## src/rtl/interval_sequencer.sv

```systemverilog
// Multi-interval countdown controller: runs NUM_SLOTS programmed minute durations back to back,
// with a short chirp between intervals and a continuous alarm once the last one expires.
module interval_sequencer #(
  parameter int CLK_HZ     = 50000000,
  parameter int NUM_SLOTS  = 4,
  parameter int CHIRP_SECS = 2
) (
  input  logic       CLK,
  input  logic       RESET,
  input  logic       s_up,
  input  logic       s_dn,
  input  logic       s_next,
  input  logic       s_start_stop,
  input  logic       s_cancel,
  output logic [3:0] secs,
  output logic [3:0] ten_secs,
  output logic [3:0] mins,
  output logic [3:0] slot_idx,
  output logic       running,
  output logic       chirp,
  output logic       alarm_on
);

  localparam int PW    = (CLK_HZ > 1) ? $clog2(CLK_HZ) : 1;
  localparam int IDX_W = $clog2(NUM_SLOTS);

  localparam logic [PW-1:0]    PRESCALE_MAX = PW'(CLK_HZ - 1);
  localparam logic [IDX_W-1:0] LAST_SLOT    = IDX_W'(NUM_SLOTS - 1);
  localparam logic [3:0]       CHIRP_LAST   = 4'(CHIRP_SECS - 1);

  localparam logic [2:0] ST_SETTING = 3'd0;
  localparam logic [2:0] ST_RUNNING = 3'd1;
  localparam logic [2:0] ST_PAUSED  = 3'd2;
  localparam logic [2:0] ST_CHIRP   = 3'd3;
  localparam logic [2:0] ST_DONE    = 3'd4;

  logic [2:0]       state_q, state_d;
  logic [PW-1:0]    prescale_q, prescale_d;
  logic [3:0]       chirp_cnt_q, chirp_cnt_d;
  logic [IDX_W-1:0] idx_q, idx_d;
  logic [3:0]       mins_q, mins_d;
  logic [3:0]       ten_q, ten_d;
  logic [3:0]       secs_q, secs_d;
  logic             running_q, running_d;
  logic             chirp_q, chirp_d;
  logic             alarm_q, alarm_d;
  logic [3:0]       slots_q [NUM_SLOTS];
  logic [3:0]       slots_d [NUM_SLOTS];

  logic tick;
  logic at_zero;
  logic go_setting;

  assign tick    = (prescale_q == PRESCALE_MAX);
  assign at_zero = (mins_q == 4'd0) && (ten_q == 4'd0) && (secs_q == 4'd0);

  always_comb begin
    state_d     = state_q;
    prescale_d  = prescale_q;
    chirp_cnt_d = chirp_cnt_q;
    idx_d       = idx_q;
    mins_d      = mins_q;
    ten_d       = ten_q;
    secs_d      = secs_q;
    slots_d     = slots_q;
    go_setting  = 1'b0;

    case (state_q)
      ST_SETTING: begin
        if (s_cancel) begin
          go_setting = 1'b1;
        end else if (s_start_stop) begin
          state_d    = ST_RUNNING;
          idx_d      = '0;
          mins_d     = slots_q[0];
          ten_d      = 4'd0;
          secs_d     = 4'd0;
          prescale_d = '0;
        end else begin
          // Simultaneous up and down cancel each other out.
          if (s_up && !s_dn) begin
            slots_d[idx_q] = (slots_q[idx_q] == 4'd9) ? 4'd1 : slots_q[idx_q] + 4'd1;
          end else if (s_dn && !s_up) begin
            slots_d[idx_q] = (slots_q[idx_q] == 4'd1) ? 4'd9 : slots_q[idx_q] - 4'd1;
          end
          if (s_next) begin
            idx_d = (idx_q == LAST_SLOT) ? '0 : idx_q + 1'b1;
          end
          mins_d = slots_d[idx_d];
          ten_d  = 4'd0;
          secs_d = 4'd0;
        end
      end

      ST_RUNNING: begin
        if (s_cancel) begin
          go_setting = 1'b1;
        end else if (s_start_stop) begin
          state_d = ST_PAUSED;
        end else if (at_zero) begin
          prescale_d  = '0;
          chirp_cnt_d = 4'd0;
          state_d     = (idx_q == LAST_SLOT) ? ST_DONE : ST_CHIRP;
        end else if (tick) begin
          prescale_d = '0;
          if (secs_q != 4'd0) begin
            secs_d = secs_q - 4'd1;
          end else begin
            secs_d = 4'd9;
            if (ten_q != 4'd0) begin
              ten_d = ten_q - 4'd1;
            end else begin
              ten_d  = 4'd5;
              mins_d = mins_q - 4'd1;
            end
          end
        end else begin
          prescale_d = prescale_q + 1'b1;
        end
      end

      ST_PAUSED: begin
        if (s_cancel) begin
          go_setting = 1'b1;
        end else if (s_start_stop) begin
          state_d = ST_RUNNING;
        end
      end

      ST_CHIRP: begin
        if (s_cancel) begin
          go_setting = 1'b1;
        end else if (tick) begin
          prescale_d = '0;
          if (chirp_cnt_q == CHIRP_LAST) begin
            chirp_cnt_d = 4'd0;
            state_d     = ST_RUNNING;
            idx_d       = idx_q + 1'b1;
            mins_d      = slots_q[idx_q + 1'b1];
            ten_d       = 4'd0;
            secs_d      = 4'd0;
          end else begin
            chirp_cnt_d = chirp_cnt_q + 4'd1;
          end
        end else begin
          prescale_d = prescale_q + 1'b1;
        end
      end

      ST_DONE: begin
        if (s_cancel) begin
          go_setting = 1'b1;
        end
      end

      default: begin
        go_setting = 1'b1;
      end
    endcase

    // Every return to SETTING lands on slot 0 with its stored duration shown.
    if (go_setting) begin
      state_d     = ST_SETTING;
      idx_d       = '0;
      mins_d      = slots_q[0];
      ten_d       = 4'd0;
      secs_d      = 4'd0;
      prescale_d  = '0;
      chirp_cnt_d = 4'd0;
    end

    running_d = (state_d == ST_RUNNING) || (state_d == ST_CHIRP);
    chirp_d   = (state_d == ST_CHIRP);
    alarm_d   = (state_d == ST_DONE);
  end

  always_ff @(posedge CLK) begin
    if (RESET) begin
      state_q     <= ST_SETTING;
      prescale_q  <= '0;
      chirp_cnt_q <= 4'd0;
      idx_q       <= '0;
      mins_q      <= 4'd1;
      ten_q       <= 4'd0;
      secs_q      <= 4'd0;
      running_q   <= 1'b0;
      chirp_q     <= 1'b0;
      alarm_q     <= 1'b0;
      for (int i = 0; i < NUM_SLOTS; i++) begin
        slots_q[i] <= 4'd1;
      end
    end else begin
      state_q     <= state_d;
      prescale_q  <= prescale_d;
      chirp_cnt_q <= chirp_cnt_d;
      idx_q       <= idx_d;
      mins_q      <= mins_d;
      ten_q       <= ten_d;
      secs_q      <= secs_d;
      running_q   <= running_d;
      chirp_q     <= chirp_d;
      alarm_q     <= alarm_d;
      slots_q     <= slots_d;
    end
  end

  assign secs     = secs_q;
  assign ten_secs = ten_q;
  assign mins     = mins_q;
  assign slot_idx = {{(4 - IDX_W){1'b0}}, idx_q};
  assign running  = running_q;
  assign chirp    = chirp_q;
  assign alarm_on = alarm_q;

endmodule

```

## config.mk

```make
export PLATFORM = sky130hd
export DESIGN_NAME = interval_sequencer
export DESIGN_NICKNAME = d
export VERILOG_FILES = /design/src/rtl/interval_sequencer.sv
export SDC_FILE = /design/constraint.sdc
export NUM_CORES = 1
export LEC_CHECK = 0
export BUFFER_PORTS_ARGS = -buffer_cell sky130_fd_sc_hd__buf_2
export CAP_MARGIN = 5
export CORE_ASPECT_RATIO = 1.1
export CORE_UTILIZATION = 40
export CTS_CLUSTER_DIAMETER = 30
export CTS_CLUSTER_SIZE = 12
export DETAILED_ROUTE_END_ITERATION = 6
export GPL_TIMING_DRIVEN = 0
export PLACE_DENSITY = 0.59
export SLEW_MARGIN = 20
export SYNTH_ARGS = -nofsm -noshare
export SYNTH_HDL_FRONTEND = slang
export SYNTH_SLANG_ARGS = --single-unit
```

## constraint.sdc

```tcl
create_clock -name CLK -period 3.6 [get_ports CLK]
set_input_delay 0 -clock CLK [delete_from_list [all_inputs] [get_ports CLK]]
set_output_delay 0 -clock CLK [all_outputs]
set_load 0.01 [all_outputs]
```

==> results.sh, run 1 <==
export IMPL_final_antenna_net_count=0
export IMPL_ys_warn_count=0
export IMPL_die_x_um=104.3
export IMPL_portBuffers=20
export IMPL_fin_crit_sh_pct=93.71
export IMPL_synth_seq_cells=66
export IMPL_fp_row_count=40
export IMPL_root_buffer="clkbuf_16"
export IMPL_stdcell_count=769
export IMPL_core_area_sq_mm=0.01106
export IMPL_drt_wl_total_um=13660
export IMPL_antenna_cells=0
export IMPL_seq_area_frac_synth_pct=28.70
export IMPL_setup_tns_ns=0
export IMPL_min_path_type="input port to register"
export IMPL_fin_skew_ns=0.008408
export IMPL_max_freq_mhz=296.4
export IMPL_rsz0062_at_grt="false"
export IMPL_die_area_sq_mm=0.01194
export IMPL_dr_pass1_iters=6
export IMPL_start_util_pct=41.63
export IMPL_synth_edf_count=0
export IMPL_syn_inst=584
export IMPL_wl_per_cell_um=17.76
export IMPL_worstSetupStartpoint="idx_q[0]$_SDFFE_PP0P_"
export IMPL_synth_main_ff_cell="dfxtp_1"
export IMPL_drive_above_1_share_pct=11.58
export IMPL_grt_pass1_wl_um=22170
export IMPL_setup_viol_count_final=0
export IMPL_grt_overflow_total=0
export IMPL_final_nets=638
export IMPL_numCtsBuffers=9
export IMPL_groute_usage_overall_pct=23.65
export IMPL_place_gp_congestion=0.9243
export IMPL_p_per_area_mw_per_mm2=374.5
export IMPL_syn_area_per_cell_sq_um=7.884
export IMPL_cpMostUsedCell="buf_6"
export IMPL_status="completed"
export IMPL_grt_pass1_vias=4313
export IMPL_crit_path_cell_trace="buf_6 > buf_6 > mux4_2 > inv_1 > ha_1 > a211oi_1 > a211oi_2 > a2111oi_2 > a311o_1 > o221ai_1 > a21oi_1"
export IMPL_reg2reg_to="mins[2]$_SDFFE_PP0P_"
export IMPL_cts_buffer_depth=2
export IMPL_io_pins=26
export IMPL_cts_tree="done"
export IMPL_crit_path_end_kind="register"
export IMPL_fp_dieH_um=114.5
export IMPL_ys_async_sr_fraction_pct=0
export IMPL_r2r_slack_ns=0.23
export IMPL_cp_required_ns=3.82
export IMPL_grt_start_max_net_pins=14
export IMPL_clock_latency_ns=0.35
export IMPL_worst_ir_drop_vdd_uv=175.5
export IMPL_worst_slew_pin_slew_ns=0.9449
export IMPL_viasPerCell=6.010
export IMPL_area_delta_synth_final_pct=13.15
export IMPL_hold_viol_final=0
export IMPL_cap_violations=0
export IMPL_cpMaxStageDelayCell="mux4_2"
export IMPL_fillers=1116
export IMPL_r2r_start="idx_q[0]$_SDFFE_PP0P_"
export IMPL_antenna_found_initial=0
export IMPL_max_stage_delay_ns=0.60
export IMPL_drc=0
export IMPL_synth_distinct_cells=74
export IMPL_clkTransAtPathRegs_ns=0.06
export IMPL_cts_sinks=66
export IMPL_drtIter0Drc=394
export IMPL_rr_worst_depth=11
export IMPL_cp_max_fo=10
export IMPL_fin_crit_ns=3.373
export IMPL_power_leakage_nw=1.842
export IMPL_synth_area_sq_mm=0.004604
export IMPL_cts_htree_levels=3
export IMPL_place_inst=752
export IMPL_endpoint="mins[2]$_SDFFE_PP0P_"
export IMPL_max_slew_margin_pct=36.48
export IMPL_drv_slew=0
export IMPL_critPathKind="register to register"
export IMPL_cp_arrival_ns=3.59
export IMPL_dp_hpwl_um=9958
export IMPL_cp_start_kind="register"
export IMPL_vias=4622
-- how the worst min path moves through the flow --
stage                     slack [ns]                 endpoint  cells after the start         start
after CTS                       0.20    idx_q[1]$_SDFFE_PP0P_                      4  s_start_stop
after floorplan                 0.08  slots_q[9]$_SDFFE_PP0P_                      1         RESET
after global placement          0.34  slots_q[9]$_SDFFE_PP0P_                      2         RESET
final                           0.21    idx_q[1]$_SDFFE_PP0P_                      4  s_start_stop
after global routing            0.25    idx_q[1]$_SDFFE_PP0P_                      4  s_start_stop
after detailed placement        0.35  slots_q[9]$_SDFFE_PP0P_                      2         RESET
-- metrics by stage --
stage / worst slack [ns] / util, % / total power, mW / hold slack [ns] / cell area (sq um)
2_1_floorplan: 0.8239 / - / 0.9723 / 0.07870 / 4608
3_3_place_gp: 0.2645 / 44.23 / 1.049 / 0.3380 / 4892
3_5_place_dp: 0.2315 / 44.23 / 1.051 / 0.3518 / 4892
4_1_cts: 0.1954 / 47.06 / 1.961 / 0.2034 / 5205
5_1_grt: 0.05999 / 47.10 / 2.030 / 0.2460 / 5210
6_report: 0.2265 / 47.10 / 1.951 / 0.2135 / 5210
-- state kept, by name, indices dropped and copies added (netlist names) --
signal / count
state_q: 3
prescale_q: 26
running: 1
idx_q: 2
slots_q: 16
chirp_cnt_q: 4
ten_secs: 4
mins: 4
secs: 4
chirp: 1
alarm_on: 1
-- routing by layer --
layer	routed length [um]	track usage, %	part of all wire [%]
met1	5845	29.66	43
met2	6073	36.69	44
met3	1091	5.578	8.0
met4	644	14.76	4.7
met5	0	0	0
-- critical path: cells and delay by family (launching register included) --
kind | cells | cell delay (ns)
compound gates | 6 | 1.58
fa+ha+maj | 1 | 0.23
buf+inv | 3 | 0.44
flops | 1 | 0.40
mux | 1 | 0.60
-- cells in the final DEF, fill, tap and decap left out, types with 5 or more instances in the layout --
| cell type | Yosys | final |
|---|---|---|
| a211oi_1 | 13 | 13 |
| clkbuf_8 | 5 | 5 |
| nand2b_1 | 5 | 5 |
| a31oi_1 | 5 | 5 |
| nand3_1 | 20 | 20 |
| a21oi_1 | 43 | 43 |
| xor2_1 | 14 | 14 |
| xnor2_1 | 9 | 9 |
| or3_1 | 8 | 8 |
| mux2i_1 | 5 | 5 |
| nor2_1 | 68 | 68 |
| ha_1 | 14 | 14 |
| nor2b_1 | 7 | 7 |
| clkbuf_1 | 19 | 19 |
| inv_1 | 36 | 36 |
| o21ai_0 | 40 | 40 |
| and3_1 | 5 | 5 |
| a21o_1 | 6 | 6 |
| a221oi_1 | 8 | 8 |
| mux4_1 | 5 | 5 |
| nor3_1 | 15 | 15 |
| o221ai_1 | 5 | 5 |
| dfxtp_1 | 66 | 66 |
| buf_2 | 4 | 24 |
| nand4_1 | 11 | 11 |
| nand2_1 | 48 | 48 |
| clkbuf_16 | 0 | 9 |
-- Yosys cell counts, drive strengths merged, types with 6 or more instances --
library cell  number  area share [%]
nor2              69             5.8
dfxtp             66              29
nand2             48             3.9
a21oi             44             5.0
o21ai             41             4.5
inv               36             2.9
clkbuf            24             3.0
nand3             20             2.2
nor3              16             1.8
a211oi            15             2.7
ha                14             3.8
xor2              14             2.7
nand4             11             1.5
buf               10             1.6
xnor2              9             1.7
a221oi             8             1.5
mux4               8             4.3
or3                8             1.1
nor2b              7            0.95
a21o               6            0.98
-- area by class of cell --
type | instances | area [sq um] | area share, %
Timing Repair Buffer | 21 | 110.1 | 2.113
Buffer | 34 | 212.7 | 4.083
Multi-Input combinational cell | 449 | 2944 | 56.51
Sequential cell | 66 | 1321 | 25.36
Clock buffer | 9 | 225.2 | 4.323
Tap cell | 147 | 183.9 | 3.530
Clock inverter | 7 | 77.57 | 1.489
Inverter | 36 | 135.1 | 2.594
-- kinds of logic (layout without fill, tap and decap cells) --
| logic type | Yosys count | in the layout | share of synthesized area (%) |
|---|---|---|---|
| multiplexers | 13 | 13 | 5.408 |
| other | 1 | 2 | 0.08144 |
| AND/OR/NAND/NOR | 225 | 225 | 24.86 |
| adder cells (fa/ha/maj) | 14 | 14 | 3.804 |
| flip-flops | 66 | 66 | 28.70 |
| XOR/XNOR | 23 | 23 | 4.375 |
| AO/OA/AOI/OAI | 172 | 172 | 25.22 |
| buffers and inverters | 70 | 107 | 7.554 |
-- power breakdown --
group | total (mW) | switching, mW | internal [mW]
combinational | 0.287 | 0.185 | 0.102
sequential | 0.757 | 0.0153 | 0.741
clock | 0.907 | 0.365 | 0.542
-- timing repair --
item,in CTS,in global routing
hold buffers,1,0
resized for setup,0,1
endpoints found under the setup margin,0,1
endpoints found under the hold margin,1,0
setup buffers,0,0
Note: power is estimated with default switching activity, not from simulation.
==> run 2, diff against run 1 <==
--- a/config.mk
+++ b/config.mk
@@ -7,13 +7,15 @@
 export LEC_CHECK = 0
 export BUFFER_PORTS_ARGS = -buffer_cell sky130_fd_sc_hd__buf_2
 export CAP_MARGIN = 5
+export CELL_PAD_IN_SITES_DETAIL_PLACEMENT = 0
+export CELL_PAD_IN_SITES_GLOBAL_PLACEMENT = 2
 export CORE_ASPECT_RATIO = 1.1
-export CORE_UTILIZATION = 40
+export CORE_UTILIZATION = 37
 export CTS_CLUSTER_DIAMETER = 30
 export CTS_CLUSTER_SIZE = 12
 export DETAILED_ROUTE_END_ITERATION = 6
 export GPL_TIMING_DRIVEN = 0
-export PLACE_DENSITY = 0.59
+export PLACE_DENSITY = 0.83
 export SLEW_MARGIN = 20
 export SYNTH_ARGS = -nofsm -noshare
 export SYNTH_HDL_FRONTEND = slang
==> results.sh, run 2 (synthesis gave the netlist of run 1 again) <==
export IMPL_fin_ws_ns=0.3329
export IMPL_antenna_found_initial=0
export IMPL_portBuffers=20
export IMPL_postPlaceCellArea_sq_mm=0.004901
export IMPL_clkTransAtPathRegs_ns=0.06
export IMPL_intPower_mw=1.453
export IMPL_grt_overflow_total=0
export IMPL_start_util_pct=38.10
export IMPL_vias=4623
export IMPL_final_common_cell="nor2_1"
export IMPL_cp_start_kind="register"
export IMPL_setup_tns_ns=0
export IMPL_clock_latency_ns=0.34
export IMPL_largest_register="prescale_q"
export IMPL_crit_path_end_kind="register"
export IMPL_dp_hpwl_um=10560
export IMPL_status="completed"
export IMPL_reg2reg_to="mins[2]$_SDFFE_PP0P_"
export IMPL_groute_usage_overall_pct=23.69
export IMPL_max_freq_mhz=306.1
export IMPL_place_inst=759
export IMPL_drtIter0Drc=312
export IMPL_min_path_type="input port to register"
export IMPL_rsz0062_at_grt="false"
export IMPL_p_per_area_mw_per_mm2=382.5
export IMPL_final_cell_mix="nor2_1, dfxtp_1, nand2_1"
export IMPL_hold_worst_slack_ns=0.2127
export IMPL_fp_dieH_um=119
export IMPL_cp_max_fo=10
export IMPL_rr_worst_depth=11
export IMPL_drt_wl_total_um=14430
export IMPL_fillers=1240
export IMPL_cap_violations=0
export IMPL_wl_per_cell_um=18.59
export IMPL_root_buffer="clkbuf_16"
export IMPL_die_area_sq_mm=0.01289
export IMPL_numCtsBuffers=9
export IMPL_final_nets=638
export IMPL_fp_row_count=42
export IMPL_cts_buffer_depth=2
export IMPL_worst_slew_pin_slew_ns=0.8826
export IMPL_seqPwrFrac_pct=37.8
export IMPL_swShare_pct=27.53
export IMPL_holdPathStages=4
export IMPL_largest_register_ffs=26
export IMPL_die_x_um=108.4
export IMPL_power_mw=2.005
export IMPL_endpoint="mins[2]$_SDFFE_PP0P_"
export IMPL_design_area_sq_mm=0.005243
export IMPL_place_gp_congestion=0.8836
export IMPL_drive_above_1_share_pct=11.41
export IMPL_p_comb_share_pct=14.5
export IMPL_fin_crit_ns=3.267
export IMPL_hold_viol_final=0
export IMPL_power_leakage_nw=1.850
export IMPL_grt_start_max_net_pins=13
export IMPL_pre_cts_ws_ns=0.2318
export IMPL_cts_sinks=66
export IMPL_io_pins=26
export IMPL_worstSetupStartpoint="idx_q[0]$_SDFFE_PP0P_"
export IMPL_antenna_cells=0
export IMPL_viasPerCell=5.957
export IMPL_dr_pass1_iters=5
export IMPL_largest_registers="prescale_q x26, slots_q x16"
export IMPL_core_area_sq_mm=0.01209
export IMPL_final_antenna_net_count=0
export IMPL_worst_ir_drop_vdd_uv=322.0
export IMPL_fin_crit_sh_pct=90.75
export IMPL_stdcell_count=776
export IMPL_clock_power_share_pct=47.7
export IMPL_critPathKind="register to register"
export IMPL_grt_pass1_wl_um=23730
export IMPL_setup_viol_count_final=0
export IMPL_r2r_start="idx_q[0]$_SDFFE_PP0P_"
export IMPL_area_delta_synth_final_pct=13.86
export IMPL_p_sw_mw=0.5521
export IMPL_cp_required_ns=3.83
export IMPL_cts_tree="done"
export IMPL_r2r_slack_ns=0.33
export IMPL_cts_htree_levels=3
export IMPL_drv_slew=0
export IMPL_cp_arrival_ns=3.50
export IMPL_fin_skew_ns=0.008323
export IMPL_fin_util_pct=43.37
export IMPL_grt_pass1_vias=4548
export IMPL_cts_setup_buffers=0
export IMPL_drc=0
export IMPL_max_slew_margin_pct=40.33
-- run 2: cell types whose count changed in the layout (fill, tap and decap cells not counted) --
cell | before | now
a211oi_2 | 2 | 1
a211oi_4 | 0 | 1
bufinv_16 | 1 | 2
clkbuf_1 | 19 | 20
clkinv_4 | 2 | 1
inv_6 | 2 | 1
-- run 2: timing repair --
item,4_1_cts,5_1_grt
endpoints found under the setup margin,0,2
resized for setup,0,2
hold endpoints to repair,2,0
hold buffers,1,0
-- run 2: worst min path at each step --
stage	end	slack, ns	from
floorplan	slots_q[9]$_SDFFE_PP0P_	0.08	RESET
global placement	slots_q[9]$_SDFFE_PP0P_	0.33	RESET
detailed placement	slots_q[9]$_SDFFE_PP0P_	0.35	RESET
CTS	mins[2]$_SDFFE_PP0P_	0.21	s_start_stop
global route	slots_q[15]$_SDFFE_PP0P_	0.26	s_cancel
finish	mins[2]$_SDFFE_PP0P_	0.21	s_start_stop
-- run 2: metal layers --
metal  GRT usage (%)  wire, um  part of all wire (%)  up-vias
met5               0         0                     0        -
met4           10.14       397                   2.8        0
met3           4.926       769                   5.3       35
met2           37.82      6864                    48      139
met1           30.64      6395                    44     2223
li1                -         -                     -     2226
-- run 2: critical path, cell delays in order, from the launching register on --
cell and delay, ns:
dfxtp_1 0.43, buf_6 0.16, buf_6 0.16, mux4_2 0.60
inv_1 0.12, ha_1 0.22, a211oi_1 0.13, a211oi_4 0.48
a2111oi_2 0.14, a311o_1 0.36, o221ai_1 0.25, a21oi_1 0.10
-- run 2: area by class of cell --
cell class                      instances  area, sq um  share of cell area (%)
Multi-Input combinational cell        449         2952                   56.30
Sequential cell                        66         1321                   25.20
Clock buffer                           10        229.0                   4.368
Buffer                                 34        212.7                   4.057
Tap cell                              154        192.7                   3.675
Inverter                               36        135.1                   2.578
Timing Repair Buffer                   21        110.1                   2.100
Clock inverter                          6        90.09                   1.718
-- run 2: power groups by stage --
stage               Clock [mW]  Sequential (mW)  Combinational [mW]
floorplan                    0            0.770               0.202
global placement             0            0.774               0.283
detailed placement           0            0.774               0.283
CTS                      0.979            0.758               0.285
global route              1.00            0.759               0.321
finish                   0.956            0.758               0.291
==> run 3, diff against run 2 <==
--- a/config.mk
+++ b/config.mk
@@ -9,7 +9,6 @@
 export CAP_MARGIN = 5
 export CELL_PAD_IN_SITES_DETAIL_PLACEMENT = 0
 export CELL_PAD_IN_SITES_GLOBAL_PLACEMENT = 2
-export CORE_ASPECT_RATIO = 1.1
 export CORE_UTILIZATION = 37
 export CTS_CLUSTER_DIAMETER = 30
 export CTS_CLUSTER_SIZE = 12
==> constraint.sdc (replaced) <==
create_clock -name CLK -period 3.6 [get_ports CLK]
set_input_delay 0.54 -clock CLK [delete_from_list [all_inputs] [get_ports CLK]]
set_output_delay 0.54 -clock CLK [all_outputs]
set_load 0.01 [all_outputs]
==> results.sh, run 3 (synthesis gave the netlist of run 1 again) <==
export IMPL_critPathKind="register to register"
export IMPL_power_leakage_nw=1.844
export IMPL_fp_row_count=40
export IMPL_setup_tns_ns=0
export IMPL_die_area_sq_mm=0.01289
export IMPL_io_pins=26
export IMPL_start_util_pct=38.17
export IMPL_cap_violations=0
export IMPL_fin_skew_ns=0.008552
export IMPL_stdcell_count=789
export IMPL_seqPwrFrac_pct=38.4
export IMPL_clock_power_share_pct=46.9
export IMPL_drt_wl_total_um=14240
export IMPL_antenna_found_initial=0
export IMPL_largest_register="prescale_q"
export IMPL_cts_htree_levels=3
export IMPL_hold_start="prescale_q[6]$_SDFFE_PP0P_"
export IMPL_p_per_area_mw_per_mm2=377.2
export IMPL_swShare_pct=28.15
export IMPL_drtIter0Drc=404
export IMPL_cp_arrival_ns=3.68
export IMPL_min_to="prescale_q[6]$_SDFFE_PP0P_"
export IMPL_cts_buffer_depth=2
export IMPL_fin_crit_ns=3.462
export IMPL_grt_start_max_net_pins=13
export IMPL_place_gp_congestion=0.8971
export IMPL_viasPerCell=5.767
export IMPL_fin_crit_sh_pct=96.16
export IMPL_min_path_type="register to register"
export IMPL_final_nets=637
export IMPL_cp_max_fo=10
export IMPL_hold_viol_final=0
export IMPL_cp_start_kind="register"
export IMPL_r2r_start="idx_q[0]$_SDFFE_PP0P_"
export IMPL_clkTransAtPathRegs_ns=0.06
export IMPL_cts_tree="done"
export IMPL_fp_dieH_um=113.6
export IMPL_rsz0062_at_grt="false"
export IMPL_area_delta_synth_final_pct=13.72
export IMPL_intPower_mw=1.419
export IMPL_antenna_cells=0
export IMPL_portBuffers=20
export IMPL_wl_per_cell_um=18.05
export IMPL_place_inst=773
export IMPL_cpMaxStageDelayCell="a211oi_2"
export IMPL_cts_sinks=66
export IMPL_worst_slew_pin_slew_ns=0.8527
export IMPL_max_slew_margin_pct=42.35
export IMPL_grt_pass1_vias=4346
export IMPL_vias=4550
export IMPL_die_x_um=113.6
export IMPL_numCtsBuffers=9
export IMPL_crit_path_cell_trace="buf_6 > buf_6 > mux4_2 > inv_1 > ha_1 > a211oi_1 > a211oi_2 > a2111oi_2 > a311o_1 > o221ai_1 > a21oi_1"
export IMPL_rr_worst_depth=11
export IMPL_dp_hpwl_um=10400
export IMPL_setup_viol_count_final=0
export IMPL_p_sw_mw=0.5560
export IMPL_cpMostUsedCell="buf_6"
export IMPL_r2r_slack_ns=0.14
export IMPL_max_stage_delay_ns=0.66
export IMPL_reg2reg_to="mins[2]$_SDFFE_PP0P_"
export IMPL_core_area_sq_mm=0.01206
export IMPL_final_antenna_net_count=0
export IMPL_drv_slew=0
export IMPL_holdPathStages=2
export IMPL_cts_setup_buffers=0
export IMPL_clock_latency_ns=0.34
export IMPL_dr_pass1_iters=5
export IMPL_p_comb_share_pct=14.7
export IMPL_crit_path_end_kind="register"
export IMPL_status="completed"
export IMPL_largest_registers="prescale_q x26, slots_q x16"
export IMPL_grt_overflow_total=0
export IMPL_largest_register_ffs=26
export IMPL_cp_required_ns=3.82
export IMPL_grt_pass1_wl_um=22870
export IMPL_groute_usage_overall_pct=22.81
export IMPL_final_common_cell="nor2_1"
export IMPL_worst_ir_drop_vdd_uv=231.3
export IMPL_worstSetupStartpoint="idx_q[0]$_SDFFE_PP0P_"
export IMPL_max_freq_mhz=288.9
export IMPL_root_buffer="clkbuf_16"
export IMPL_final_cell_mix="nor2_1, dfxtp_1, nand2_1"
export IMPL_cts_hold_buf=0
export IMPL_drive_above_1_share_pct=11.59
export IMPL_drc=0
==> run 3: layer usage <==
| layer | vias up | wire length [um] | global-route usage (%) |
|---|---|---|---|
| li1 | 2210 | - | - |
| met1 | 2143 | 6743 | 31.68 |
| met2 | 161 | 6244 | 34.92 |
| met3 | 36 | 839 | 3.666 |
| met4 | 0 | 411 | 9.825 |
| met5 | - | 0 | 0 |
==> run 3: power by group through the flow <==
stage / Sequential [mW] / Clock (mW) / Combinational (mW)
6_report: 0.758 / 0.926 / 0.291
5_1_grt: 0.759 / 0.982 / 0.317
2_1_floorplan: 0.770 / 0 / 0.202
4_1_cts: 0.757 / 0.946 / 0.286
3_3_place_gp: 0.773 / 0 / 0.285
3_5_place_dp: 0.773 / 0 / 0.284
==> run 3: critical path: cells and delay by family, from the launching register on <==
family / cells / cell delay (ns)
compound gates: 6 / 1.68
mux: 1 / 0.59
buf+inv: 3 / 0.42
flops: 1 / 0.40
fa+ha+maj: 1 / 0.24
==> run 3: cell type report <==
class | instances | area [sq um]
Multi-Input combinational cell | 449 | 2944
Tap cell | 168 | 210.2
Buffer | 34 | 212.7
Timing Repair Buffer | 20 | 100.1
Clock inverter | 5 | 60.06
Fill cell | 1232 | 6825
Inverter | 36 | 135.1
Clock buffer | 11 | 252.7
Sequential cell | 66 | 1321
==> run 3: metrics by stage <==
step / power (mW) / instance area, sq um / hold slack [ns] / utilization (%) / worst slack [ns]
floorplan: 0.9723 / 4608 / 0.4575 / - / 0.8239
global placement: 1.058 / 4918 / 0.4753 / 40.78 / 0.2016
detailed placement: 1.057 / 4918 / 0.4854 / 40.78 / 0.2248
CTS: 1.989 / 5231 / 0.4982 / 43.37 / 0.1853
global route: 2.058 / 5236 / 0.5209 / 43.41 / 0.05102
finish: 1.975 / 5236 / 0.4947 / 43.41 / 0.1383
==> run 3: worst max-delay path by stage <==
stage                                      end  slack [ns]
final                     mins[2]$_SDFFE_PP0P_        0.14
after global routing      mins[2]$_SDFFE_PP0P_        0.05
after CTS                 mins[2]$_SDFFE_PP0P_        0.19
after detailed placement  mins[2]$_SDFFE_PP0P_        0.22
after global placement    mins[2]$_SDFFE_PP0P_        0.20
after floorplan           mins[0]$_SDFFE_PP1P_        0.82
==> run 3: timing repair <==
item	CTS	global route
gates resized for setup	0	1
endpoints found under the hold margin	0	0
endpoints found under the setup margin	0	1
